File: config.mk
export PLATFORM = sky130hd
export DESIGN_NAME = sem_multifase
export DESIGN_NICKNAME = d
export VERILOG_FILES = /design/src/rtl/sem_multifase.sv
export SDC_FILE = /design/constraint.sdc
export NUM_CORES = 1
export LEC_CHECK = 0
export ABC_AREA = 0
export BUFFER_PORTS_ARGS = -buffer_cell sky130_fd_sc_hd__buf_2
export CAP_MARGIN = 20
export CORE_MARGIN = 1
export CORE_UTILIZATION = 30
export CTS_CLUSTER_DIAMETER = 80
export DETAILED_ROUTE_END_ITERATION = 10
export PLACE_DENSITY = 0.57
export SYNTH_ARGS = -nofsm -noshare
export SYNTH_HDL_FRONTEND = slang
export SYNTH_SLANG_ARGS = --single-unit
File: constraint.sdc
create_clock -name CLK -period 5.1 [get_ports CLK]
set_input_delay 1.02 -clock CLK [delete_from_list [all_inputs] [get_ports CLK]]
set_output_delay 1.02 -clock CLK [all_outputs]
set_load 0.01 [all_outputs]
File: src/rtl/sem_multifase.sv
// sem_multifase: multiphase car/pedestrian light controller with latched request, clearance intervals and night flashing
module sem_multifase #(
  parameter int W = 6,
  parameter int T_GREEN_MIN = 30,
  parameter int T_AMBER = 5,
  parameter int T_CLEAR = 2,
  parameter int T_PED = 15,
  parameter int T_PED_FLASH = 5,
  parameter int AUTO_CYCLE = 0
) (
  input logic CLK,
  input logic RST,
  input logic CLK_ENA,
  input logic PED_REQ,
  input logic NIGHT,
  output logic Rcars,
  output logic Gcars,
  output logic Rpedes,
  output logic Gpedes,
  output logic PED_WAIT,
  output logic [2:0] PHASE,
  output logic TC
);
  typedef enum logic [2:0] {CAR_GREEN, CAR_AMBER, ALL_RED1, PED_GREEN, PED_FLASH, ALL_RED2, NIGHT_FLASH} state_t;
  state_t r_state, w_state;
  logic [W-1:0] r_count, w_count, w_dur;
  logic r_blink, w_blink, r_latch, w_last;
  logic [3:0] w_lamps;
  assign PED_WAIT = r_latch;
  always_comb begin
    w_dur = r_state == CAR_AMBER ? W'(T_AMBER) :
            (r_state == ALL_RED1 || r_state == ALL_RED2) ? W'(T_CLEAR) :
            r_state == PED_GREEN ? W'(T_PED) :
            r_state == PED_FLASH ? W'(T_PED_FLASH) : W'(T_GREEN_MIN);
    w_last = r_count == w_dur - 1'b1;
    w_state = r_state;
    w_count = r_count;
    if (CLK_ENA)
      case (r_state)
        CAR_GREEN:
          if (NIGHT) begin
            w_state = NIGHT_FLASH;
            w_count = '0;
          end else if (!w_last) w_count = r_count + 1'b1;
          else if (r_latch || AUTO_CYCLE != 0) begin
            w_state = CAR_AMBER;
            w_count = '0;
          end
        NIGHT_FLASH: begin
          w_count = '0;
          if (!NIGHT) w_state = ALL_RED2;
        end
        default:
          if (!w_last) w_count = r_count + 1'b1;
          else begin
            w_state = r_state == ALL_RED2 ? CAR_GREEN : state_t'(r_state + 3'd1);
            w_count = '0;
          end
      endcase
    // blink is 0 on the entry edge and toggles on each tick spent in a flashing state
    w_blink = (r_state == PED_FLASH || r_state == NIGHT_FLASH) ? r_blink ^ CLK_ENA : 1'b0;
    w_lamps = w_state == CAR_GREEN ? 4'b0110 :
              w_state == CAR_AMBER ? 4'b1110 :
              w_state == PED_GREEN ? 4'b1001 :
              w_state == PED_FLASH ? {3'b100, w_blink} :
              w_state == NIGHT_FLASH ? {w_blink, w_blink, 2'b00} : 4'b1010;
  end
  always_ff @(posedge CLK) begin
    if (RST) begin
      r_state <= CAR_GREEN;
      r_count <= '0;
      r_blink <= 1'b0;
      r_latch <= 1'b0;
      {Rcars, Gcars, Rpedes, Gpedes} <= 4'b0110;
      PHASE <= 3'd0;
      TC <= 1'b0;
    end else begin
      r_state <= w_state;
      r_count <= w_count;
      r_blink <= w_blink;
      r_latch <= (w_state == NIGHT_FLASH || (w_state == PED_GREEN && r_state != PED_GREEN)) ? 1'b0 : r_latch | PED_REQ;
      {Rcars, Gcars, Rpedes, Gpedes} <= w_lamps;
      PHASE <= w_state;
      TC <= r_state == ALL_RED2 && w_state == CAR_GREEN;
    end
  end
endmodule

==> out/metrics.cfg <==
[outcome]
run_status=complete, no violations

[cts]
clock_tree.buffer_depth=2
cts-buffers-inserted=3
clock_sinks=16
clk_pin_slew_ns=0.07
post_cts_resize_count=0
cts.root.buffer_cell=clkbuf_8
cts.htree.levels=1
post-cts-setup-buffer-count=0
worst_skew_late_latency_ns=0.25
cts_tree=done
ctsHoldBuffers=0

[synth]
ys_types=41
synth_fp_nets=151
library_cell_occupying_the_most_area_in_the_post_synthesis_netlist=dfxtp_1
syn-mean-instance-area_um2=7.88
netlist_instances=142
yosysWarnings=0
synth_seq_area_share_pct=28.6
netlist_area_um2=1120
post_synth_main_area_contributors=dfxtp_1 29%, nor2_1 6.4%, xor2_1 6.3%
synth_top_cell_area_share_pct=28.6
ys_seq_elements=16

[layout]
syn_to_final_growth_pct=11.5
layout_common_cells=19 x nor2_1, 16 x dfxtp_1, 13 x buf_2
layout-drive-gt1-share_pct=14.8
fillers=374
antenna_cells_inserted=0
nNetsFinal=159
layout.cells.most_common=nor2_1

[setup_path]
cp.required_ns=5.25
critPathKind=reg2reg
worstPathCellList=and2_1 -> ha_1 -> inv_1 -> a211o_1 -> ha_1 -> xnor2_1 -> or3_1 -> a21oi_2 -> and4_1 -> mux2i_1 -> nor3_4 -> or3b_1 -> a21o_1
cp_common_cell=ha_1
cp_startpoint_kind=flop
cp.buffers_inverters=1
crit_path_end_kind=flop
cp_top_family=simple AND/OR/NAND/NOR gates
crit_path_max_fanout=22
slowest_library_cell_on_the_worst_path=dfxtp_1
critPathMaxStageDelay_ns=0.73
crit_arrival_ns=3.93

[drt]
ant_nets=0
detail_route.iter0.violations=20
routed_wirelength_um=2470
via_per_inst=5.21
wire_per_inst_um=12.7
total_number_of_vias=1015
drt_pre_antenna_iters=4
drc_errors=0

[sta]
final.hold.worst_slack_ns=0.521
slew_headroom_pct=56.9
fin_skew_ns=0.00374
fin_crit_ns=3.77
grt_setup_unrepaired=false
timing_max_transition_violations_final=0
hold_violations=0
achievable-frequency_ghz=0.265
final.setup.tns_ns=0
final.period_utilization_pct=74.0
report.final.setup_viol=0
tightest_slew_ns=0.645
finalWorstSetupSlack_ns=1.33

[placed_design]
hpwl_um=1860
detailedPlace.worstSlack_ns=1.33
port_buffer_count=13
place_congestion=0.841

[floorplanning]
start_util_pct=32.5
ios=14
chipWidth_um=63.1
dieArea_um2=3980
placement_rows=21
floorplan.die.height_um=63.1
coreArea_um2=3440

[min_path]
hold_path_class=reg2reg

[power]
power_density_relative_to_cell_area_nw_per_um2=294
vdd_ir_drop_max_uv=131
total_leakage_power_nw=0.523

[global_routing]
number_of_global_route_vias_before_repair=991
grt.overflow.total=0
grt_use_total_pct=14.1
grt_antenna_before_repair=0
grt_pass1_wl_um=4450
grt_max_degree=23

[run]
max_cap_violations=0

synth_stat cells:
library cell / number
nand4_1: 3
o31ai_1: 2
o21ai_0: 6
nor4b_1: 2
nor3b_1: 2
o21ba_2: 1
and2_1: 1
a32o_1: 1
nor3_1: 3
nor2_1: 19
xnor2_1: 6
nand2b_1: 2
a21o_1: 2
a311oi_1: 1
or3b_1: 1
a2111oi_0: 1
inv_1: 6
and3_1: 2
and4_1: 1
a211o_1: 1
a21oi_2: 1
buf_2: 3
a311oi_2: 1
buf_4: 2
clkbuf_1: 5
nand3_1: 2
nor2b_1: 4
o21bai_1: 1
a31oi_1: 2
or3_1: 2
nor4_1: 2
xor2_1: 8
and3b_1: 1
nor3_4: 1
nand2_1: 9
mux2i_1: 4
dfxtp_1: 16
nand3b_1: 1
or2_2: 1
ha_1: 4
a21oi_1: 9
worst reg2reg max path: cells and delay by family, from the launching register on:
| family | cells | cell delay, ns |
|---|---|---|
| simple gates | 5 | 1.53 |
| compound gates | 3 | 0.64 |
| fa+ha+maj | 2 | 0.38 |
| mux | 1 | 0.15 |
| buf+inv | 1 | 0.06 |
| xor+xnor | 1 | 0.16 |
| flops | 1 | 0.73 |
report_power, final:
group | switching (W) | leakage (nW) | internal (W)
registers | 0.0000125 | 0.131 | 0.000135
clock network | 0.0000458 | 0.0288 | 0.0000686
logic | 0.0000588 | 0.364 | 0.0000463
cell families after synthesis:
family	Yosys count	synth area share [%]
XOR/XNOR	14	11.0
AO/OA/AOI/OAI	29	17.4
adder cells (fa/ha/maj)	4	4.47
buffers and inverters	16	6.38
multiplexers	4	3.58
flip-flops	16	28.6
AND/OR/NAND/NOR	59	28.5
stage by stage:
stage | power [W] | util, % | area, µm² | cells
after floorplan | 0.000231 | - | 1120 | 142
after global placement | 0.000253 | 34.6 | 1190 | 191
after detailed placement | 0.000255 | 34.6 | 1190 | 191
after CTS | 0.000368 | 36.2 | 1250 | 195
after global routing | 0.000388 | 36.2 | 1250 | 195
final | 0.000367 | 36.2 | 1250 | 195
state kept, by name, indices dropped and copies added (netlist names):
name / flops
r_state: 3
Gcars: 1
r_count: 6
r_blink: 1
Rpedes: 1
Rcars: 1
Gpedes: 1
TC: 1
PED_WAIT: 1
routing by layer:
metal	vias up	global-route usage (%)	share of wire, %
met2	27	22.3	46
met5	-	0	0
li1	511	-	-
met1	469	17.8	48
met4	0	10.5	3.5
met3	8	1.09	2.7
worst paths after layout:
| check | startpoint | endpoint | slack, ns | cells after the start |
|---|---|---|---|---|
| hold / removal | r_count[5] | r_count[5] | 0.52 | 2 |
| setup reg to reg | r_state[0] | Rpedes | 1.33 | 13 |
| setup / recovery | r_state[0] | Rpedes | 1.33 | 13 |
| hold reg to reg | r_count[5] | r_count[5] | 0.52 | 2 |
area by class of cell:
cell class / count / area, µm² / area share [%]
Inverter: 6 / 22.5 / 1.81
Multi-Input combinational cell: 110 / 727 / 58.3
Timing Repair Buffer: 13 / 65.1 / 5.22
Tap cell: 46 / 57.6 / 4.61
Clock buffer: 4 / 55.1 / 4.41
Sequential cell: 16 / 320 / 25.7
Note: power is estimated with default switching activity, not from simulation.
